**src/rtl/cs_seq_ctrl.sv**
```systemverilog
// cs_seq_ctrl: sequential compare-and-sort controller for three WIDTH-bit operands.
// A single greater-than comparator is shared across the A>B, A>C and B>C compares,
// one compare per cycle, building the select code {S2,S1,S0}. The code is then
// decoded into registered Max/Mid/Min values.
// Input and output each use a valid/ready handshake.
// Build option: define CS_SEQ_SIGNED_EN to compare operands as two's-complement signed
// values. By default operands are compared as unsigned values.
// Timing: a triple presented in the IDLE cycle that begins at edge t is captured at
// edge t+1. out_valid rises at edge t+4.

module cs_seq_ctrl #(
  parameter int WIDTH = 8
) (
  input  logic             clk,
  input  logic             rst,
  input  logic             in_valid,
  output logic             in_ready,
  input  logic [WIDTH-1:0] A,
  input  logic [WIDTH-1:0] B,
  input  logic [WIDTH-1:0] C,
  output logic             out_valid,
  input  logic             out_ready,
  output logic [WIDTH-1:0] Max,
  output logic [WIDTH-1:0] Mid,
  output logic [WIDTH-1:0] Min,
  output logic             busy
);

  localparam logic [2:0] IDLE   = 3'd0;
  localparam logic [2:0] CMP_AB = 3'd1;
  localparam logic [2:0] CMP_AC = 3'd2;
  localparam logic [2:0] CMP_BC = 3'd3;
  localparam logic [2:0] DONE   = 3'd4;

  logic [2:0]       stateQ, stateD;
  logic [2:0]       selQ;
  logic [WIDTH-1:0] regAQ, regBQ, regCQ;
  logic [WIDTH-1:0] maxQ, midQ, minQ;
  logic [WIDTH-1:0] opX, opY;
  logic             gt;
  logic [2:0]       finalSel;
  logic [WIDTH-1:0] maxD, midD, minD;

  // Handshake and status flags, all derived from the current state
  assign in_ready  = (stateQ == IDLE) && !rst;
  assign out_valid = (stateQ == DONE);
  assign busy      = (stateQ != IDLE);
  assign Max       = maxQ;
  assign Mid       = midQ;
  assign Min       = minQ;

  // Operand mux for the single shared comparator, steered by the compare state
  always_comb begin
    opX = regAQ;
    opY = regBQ;
    case (stateQ)
      CMP_AB: begin opX = regAQ; opY = regBQ; end
      CMP_AC: begin opX = regAQ; opY = regCQ; end
      CMP_BC: begin opX = regBQ; opY = regCQ; end
      default: begin opX = regAQ; opY = regBQ; end
    endcase
  end

`ifdef CS_SEQ_SIGNED_EN
  assign gt = ($signed(opX) > $signed(opY));
`else
  assign gt = (opX > opY);
`endif

  // S0 comes straight from the comparator so the decode can be registered on entry to DONE
  assign finalSel = {selQ[2], selQ[1], gt};

  // Select-code decode into Max/Mid/Min. Inconsistent codes 010 and 101 yield zero.
  always_comb begin
    maxD = '0;
    midD = '0;
    minD = '0;
    case (finalSel)
      3'b000: begin maxD = regCQ; midD = regBQ; minD = regAQ; end
      3'b001: begin maxD = regBQ; midD = regCQ; minD = regAQ; end
      3'b011: begin maxD = regBQ; midD = regAQ; minD = regCQ; end
      3'b100: begin maxD = regCQ; midD = regAQ; minD = regBQ; end
      3'b110: begin maxD = regAQ; midD = regCQ; minD = regBQ; end
      3'b111: begin maxD = regAQ; midD = regBQ; minD = regCQ; end
      default: begin maxD = '0; midD = '0; minD = '0; end
    endcase
  end

  // Next-state logic. DONE waits for out_ready before returning to IDLE.
  always_comb begin
    stateD = stateQ;
    case (stateQ)
      IDLE:    if (in_valid) stateD = CMP_AB;
      CMP_AB:  stateD = CMP_AC;
      CMP_AC:  stateD = CMP_BC;
      CMP_BC:  stateD = DONE;
      DONE:    if (out_ready) stateD = IDLE;
      default: stateD = IDLE;
    endcase
  end

  // State register, operand capture, select bits and result registers
  always_ff @(posedge clk or posedge rst) begin
    if (rst) begin
      stateQ <= IDLE;
      selQ   <= 3'b000;
      regAQ  <= '0;
      regBQ  <= '0;
      regCQ  <= '0;
      maxQ   <= '0;
      midQ   <= '0;
      minQ   <= '0;
    end else begin
      stateQ <= stateD;
      case (stateQ)
        IDLE: begin
          if (in_valid) begin
            regAQ <= A;
            regBQ <= B;
            regCQ <= C;
          end
        end
        CMP_AB: selQ[2] <= gt;
        CMP_AC: selQ[1] <= gt;
        CMP_BC: begin
          selQ[0] <= gt;
          maxQ    <= maxD;
          midQ    <= midD;
          minQ    <= minD;
        end
        default: ;
      endcase
    end
  end

endmodule

```
**config.mk**
```make
export PLATFORM = sky130hd
export DESIGN_NAME = cs_seq_ctrl
export DESIGN_NICKNAME = d
export VERILOG_FILES = /design/src/rtl/cs_seq_ctrl.sv
export SDC_FILE = /design/constraint.sdc
export NUM_CORES = 1
export LEC_CHECK = 0
export CORE_ASPECT_RATIO = 1.25
export CORE_UTILIZATION = 25
export DETAILED_ROUTE_END_ITERATION = 7
export PLACE_DENSITY = 0.48
export RECOVER_POWER = 50
export SETUP_SLACK_MARGIN = 0.2
export SLEW_MARGIN = 20
export SYNTH_ARGS = -nofsm -noshare
export SYNTH_HDL_FRONTEND = slang
export SYNTH_SLANG_ARGS = --single-unit
```
**constraint.sdc**
```tcl
create_clock -name clk -period 4 [get_ports clk]
set_input_delay 0.4 -clock clk [delete_from_list [all_inputs] [get_ports clk]]
set_output_delay 0.4 -clock clk [all_outputs]
set_load 0.005 [all_outputs]
```
==> impl_metrics.env, run 1 <==
export IMPL_tns_ps=0
export IMPL_layout_drive_gt1_share_pct=15.7
export IMPL_rsz0062_at_grt="false"
export IMPL_final_cell_mix="nand2_1, dfrtp_1, clkdlybuf4s50_1"
export IMPL_period_share_pct=87.3
export IMPL_dr_pass1_iters=5
export IMPL_port_buffers=54
export IMPL_vias=2784
export IMPL_cts_clk_slew_worst_paths_ps=70
export IMPL_async_flop_share_pct=100
export IMPL_die_h_um=131
export IMPL_num_antenna_cells=0
export IMPL_violations="capacitance limit, slew limit"
export IMPL_synth_edf_count=0
export IMPL_core_um2=12800
export IMPL_worstSetupStartpoint="stateQ[2]"
export IMPL_syn_inst=340
export IMPL_dpl_hpwl_um=6700
export IMPL_clk_latency_ps=300
export IMPL_start_util_pct=25.9
export IMPL_final_setup_viol_count=0
export IMPL_drc=0
export IMPL_layout_commonest_cell="nand2_1"
export IMPL_period_minus_slack_ps=3490
export IMPL_slew_limit_headroom_pct=-59.7
export IMPL_avgSynthCellArea_um2=9.72
export IMPL_finalWeightedCongestion=0.836
export IMPL_vias_per_cell=5.05
export IMPL_cts_repair_resized=0
export IMPL_grt_max_degree=54
export IMPL_wl_per_cell_um=17.0
export IMPL_pin_count=55
export IMPL_hold_viol=0
export IMPL_startpoint_type="flop"
export IMPL_final_max_slew_violation_count=54
export IMPL_grt_pass1_wl_um=15300
export IMPL_gr_total_overflow=0
export IMPL_min_from="Max[3]"
export IMPL_hold_buffers=0
export IMPL_routed_wirelength_um=9360
export IMPL_rows=46
export IMPL_grt_pass1_vias=2760
export IMPL_cts_root_buf="clkbuf_16"
export IMPL_synth_distinct_cells=45
export IMPL_crit_required_ps=4210
export IMPL_ys_seq_elements=53
export IMPL_grt_antenna_before_repair=0
export IMPL_cts_htree_levels=2
export IMPL_syn_area_um2=3310
export IMPL_hold_path_class="flop to flop"
export IMPL_max_cap_violations=1
export IMPL_syn_nets=376
export IMPL_drt_initial_drc_count=172
export IMPL_crit_arrival_ps=3700
export IMPL_cts_tree="built"
export IMPL_synth_ff_type="dfrtp_1"
export IMPL_fin_nets=418
export IMPL_crit_type="flop to flop"
export IMPL_worst_slew_pin_slew_ps=2380
export IMPL_gr_usage_all_layers_pct=14.5
export IMPL_fmax_mhz=286
export IMPL_ant_nets=0
export IMPL_status="finished with violations"
export IMPL_die_w_um=105
export IMPL_setup_worst_path_end_class="flop"
export IMPL_area_delta_synth_final_pct=25.9
export IMPL_cts_path_max_buffers=2
export IMPL_worst_path_max_fanout=24
export IMPL_r2r_start="stateQ[2]"
export IMPL_ys_seq_area_share_pct=40.1
export IMPL_fin_worst_skew_ps=7.58
export IMPL_ys_warn_count=0
export IMPL_postCtsSetupRepairBufs=0
export IMPL_fp_dieArea_um2=13700
export IMPL_cts_sinks=53
export IMPL_cts_made_buffers=5
-- stage by stage --
stage,cells,utilization [%],hold WS (ps),area (um^2),setup slack (ps)
after floorplan,340,-,463,3310,1010
after global placement,543,31.1,476,3970,655
after detailed placement,543,31.1,481,3970,538
after CTS,551,32.6,497,4160,524
after global routing,551,32.6,506,4160,263
final,551,32.6,483,4160,507
-- worst max-delay path, stage by stage (launching register included) --
cell and delay, ps:
dfrtp_1 420, nand2b_1 180, or2_2 440, nand2_1 120, nand2_1 60, ha_1 310
a211oi_2 230, nor2_2 100, nand4bb_4 490, nand3_1 230, nand3_2 460, a22oi_1 340
-- logic make-up after synthesis --
kind of cell | count (synthesis) | synth area share, %
adders and majority gates | 8 | 3.03
xor gates and xnor gates | 1 | 0.265
buffers and inverters | 30 | 4.58
muxes | 38 | 12.5
DFF | 53 | 40.1
and+or+nand+nor | 127 | 20.1
AOI/OAI and AO/OA | 83 | 19.5
-- registers in the layout, summed over array words and instances (netlist names) --
name / cells
regCQ: 8
regAQ: 8
regBQ: 8
Mid: 8
Min: 8
Max: 8
selQ: 2
stateQ: 3
-- cell usage after synthesis (2+ instances only) --
| master | count | area share, % |
|---|---|---|
| ha_1 | 8 | 3.0 |
| clkbuf_1 | 11 | 1.2 |
| a222oi_1 | 2 | 0.61 |
| a21oi_2 | 2 | 0.53 |
| a221oi_2 | 7 | 3.2 |
| nor2_1 | 9 | 1.0 |
| a21oi_1 | 12 | 1.8 |
| a311oi_1 | 7 | 1.9 |
| nor2_2 | 2 | 0.38 |
| nor3b_1 | 7 | 1.6 |
| and4_1 | 6 | 1.6 |
| nand2_1 | 62 | 7.0 |
| o21ai_1 | 21 | 3.2 |
| buf_2 | 10 | 1.5 |
| inv_1 | 5 | 0.57 |
| a22oi_1 | 11 | 2.5 |
| dfrtp_1 | 53 | 40 |
| nor3_1 | 8 | 1.2 |
| mux2_2 | 26 | 8.9 |
| and2_1 | 10 | 1.9 |
| buf_6 | 3 | 1.0 |
| nor2b_1 | 2 | 0.38 |
| a221oi_1 | 13 | 3.4 |
| nor4_1 | 2 | 0.38 |
| o21ai_0 | 2 | 0.30 |
| and3_1 | 3 | 0.57 |
| mux2i_1 | 12 | 3.6 |
| nand3_1 | 7 | 1.1 |
-- layout make-up --
type                    instances  area [um^2]
well taps                     168          210
inverters                       5         20.0
repair buffers                 60          586
flip-flops and latches         53         1330
multi-input cells             257         1830
clock buffers                   5          125
clock inverters                 3         65.1
fillers                      1351         8620
-- final timing paths --
check / endpoint / slack [ps] / depth (start not counted)
hold / removal: Max[3] / 480 / 2
min in group asynchronous: regBQ[0] / 1220 / 2
hold reg to reg: Max[3] / 480 / 2
max in group asynchronous: Mid[2] / 1700 / 2
setup / recovery: Mid[7] / 510 / 11
setup reg to reg: Mid[7] / 510 / 11
-- layer usage --
layer / up-vias / global-route usage, % / part of all wire, %
li1: 1347 / - / -
met1: 1342 / 19.3 / 47
met2: 88 / 24.4 / 47
met3: 7 / 2.38 / 4.9
met4: 0 / 4.23 / 1.3
met5: - / 0 / 0
Power of run 1 is not shown: default switching activity piles up to over one toggle a cycle in this logic, so the estimate is an artifact.
==> run 2: changes to the inputs <==
--- a/config.mk
+++ b/config.mk
@@ -6,9 +6,9 @@
 export NUM_CORES = 1
 export LEC_CHECK = 0
 export CORE_ASPECT_RATIO = 1.25
-export CORE_UTILIZATION = 25
+export CORE_UTILIZATION = 50
 export DETAILED_ROUTE_END_ITERATION = 7
-export PLACE_DENSITY = 0.48
+export PLACE_DENSITY = 0.8
 export RECOVER_POWER = 50
 export SETUP_SLACK_MARGIN = 0.2
 export SLEW_MARGIN = 20
==> impl_metrics.env, run 2 (synthesized netlist as in run 1, its figures left out) <==
export IMPL_max_cap_violations=1
export IMPL_grt_antenna_before_repair=0
export IMPL_place_ws_ps=570
export IMPL_worst_slew_pin_slew_ps=2180
export IMPL_gr_usage_all_layers_pct=23.3
export IMPL_fmax_mhz=285
export IMPL_routed_wirelength_um=7420
export IMPL_rsz0062_at_grt="false"
export IMPL_cts_made_buffers=5
export IMPL_crit_required_ps=4160
export IMPL_cts_root_buf="clkbuf_8"
export IMPL_crit_arrival_ps=3670
export IMPL_final_max_slew_violation_count=54
export IMPL_cts_clk_slew_worst_paths_ps=90
export IMPL_finalWeightedCongestion=0.899
export IMPL_multi_input_area_um2=1830
export IMPL_dr_pass1_iters=5
export IMPL_vias=2822
export IMPL_ant_nets=0
export IMPL_die_h_um=92.9
export IMPL_final_cell_mix="nand2_1, dfrtp_1, clkdlybuf4s50_1"
export IMPL_cts_tree="built"
export IMPL_hold_buffers=0
export IMPL_core_um2=6290
export IMPL_wl_per_cell_um=16.0
export IMPL_startpoint_type="flop"
export IMPL_pin_count=55
export IMPL_die_w_um=74.7
export IMPL_violations="capacitance limit, slew limit"
export IMPL_fillers=555
export IMPL_rows=32
export IMPL_hold_viol=0
export IMPL_fp_dieArea_um2=6940
export IMPL_tns_ps=0
export IMPL_cts_repair_resized=0
export IMPL_clk_latency_ps=300
export IMPL_grt_pass1_vias=2552
export IMPL_hold_slack_ps=486
export IMPL_cts_sinks=53
export IMPL_start_util_pct=52.6
export IMPL_worst_path_max_fanout=17
export IMPL_status="finished with violations"
export IMPL_period_minus_slack_ps=3510
export IMPL_register_area_um2=1330
export IMPL_dpl_hpwl_um=5360
export IMPL_fin_nets=415
export IMPL_drc=0
export IMPL_final_setup_viol_count=0
export IMPL_grt_max_degree=54
export IMPL_hold_path_class="flop to flop"
export IMPL_layout_drive_gt1_share_pct=14.5
export IMPL_layout_setup_ws_ps=492
export IMPL_period_share_pct=87.7
export IMPL_cts_path_max_buffers=2
export IMPL_fin_worst_skew_ps=6.03
export IMPL_grt_pass1_wl_um=12600
export IMPL_layout_commonest_cell="nand2_1"
export IMPL_cts_htree_levels=2
export IMPL_crit_type="flop to flop"
export IMPL_gr_total_overflow=0
export IMPL_slew_limit_headroom_pct=-46.0
export IMPL_area_delta_synth_final_pct=19.0
export IMPL_port_buffers=54
export IMPL_drt_initial_drc_count=287
export IMPL_vias_per_cell=6.08
export IMPL_postCtsSetupRepairBufs=0
export IMPL_num_antenna_cells=0
export IMPL_setup_worst_path_end_class="flop"
## run 2: changes by cell type in the layout (fill, tap and decap cells not counted)
cell	before	now
clkbuf_16	5	0
nor2_2	2	1
clkbuf_1	0	1
buf_4	6	3
clkbuf_8	0	6
nor2_4	1	2
clkinv_2	1	0
bufinv_16	2	0
## run 2: through the flow
| stage | instances | util, % | area (um^2) |
|---|---|---|---|
| final | 464 | 62.6 | 3940 |
| after detailed placement | 457 | 61.1 | 3840 |
| after CTS | 464 | 62.5 | 3930 |
| after floorplan | 340 | - | 3310 |
| after global routing | 464 | 62.6 | 3940 |
| after global placement | 457 | 61.1 | 3840 |
## run 2: routing by layer
layer	routed length [um]	vias up	global-route usage, %
li1	-	1343	-
met1	3170	1332	32.5
met2	3620	133	37.0
met3	505	14	3.26
met4	129	0	7.39
met5	0	-	0
## run 2: worst paths after layout
| kind | from | to | slack [ps] | cells after the start |
|---|---|---|---|---|
| max in group asynchronous | rst | Min[2] | 1860 | 2 |
| setup / recovery | stateQ[2] | Mid[0] | 490 | 10 |
| min in group asynchronous | rst | regAQ[3] | 1150 | 2 |
| hold / removal | Max[6] | Max[6] | 490 | 2 |
| hold reg to reg | Max[6] | Max[6] | 490 | 2 |
| setup reg to reg | stateQ[2] | Mid[0] | 490 | 10 |
## run 2: final cells by class
| cell class | instances | area share [%] |
|---|---|---|
| flip-flops and latches | 53 | 33.7 |
| multi-input cells | 257 | 46.6 |
| well taps | 85 | 2.70 |
| repair buffers | 57 | 14.3 |
| clock buffers | 7 | 2.19 |
| inverters | 5 | 0.509 |
## run 2: worst max-delay path, stage by stage (launching register included)
cell and delay (ps):
dfrtp_1 430, nand2b_1 180, or2_2 450, nand2_1 130, nand2_1 60, ha_1 300, and4_1 260, o31ai_2 770
nor2_4 210, a311oi_1 460, a22oi_1 120
Power of run 2 is left out for the same reason.
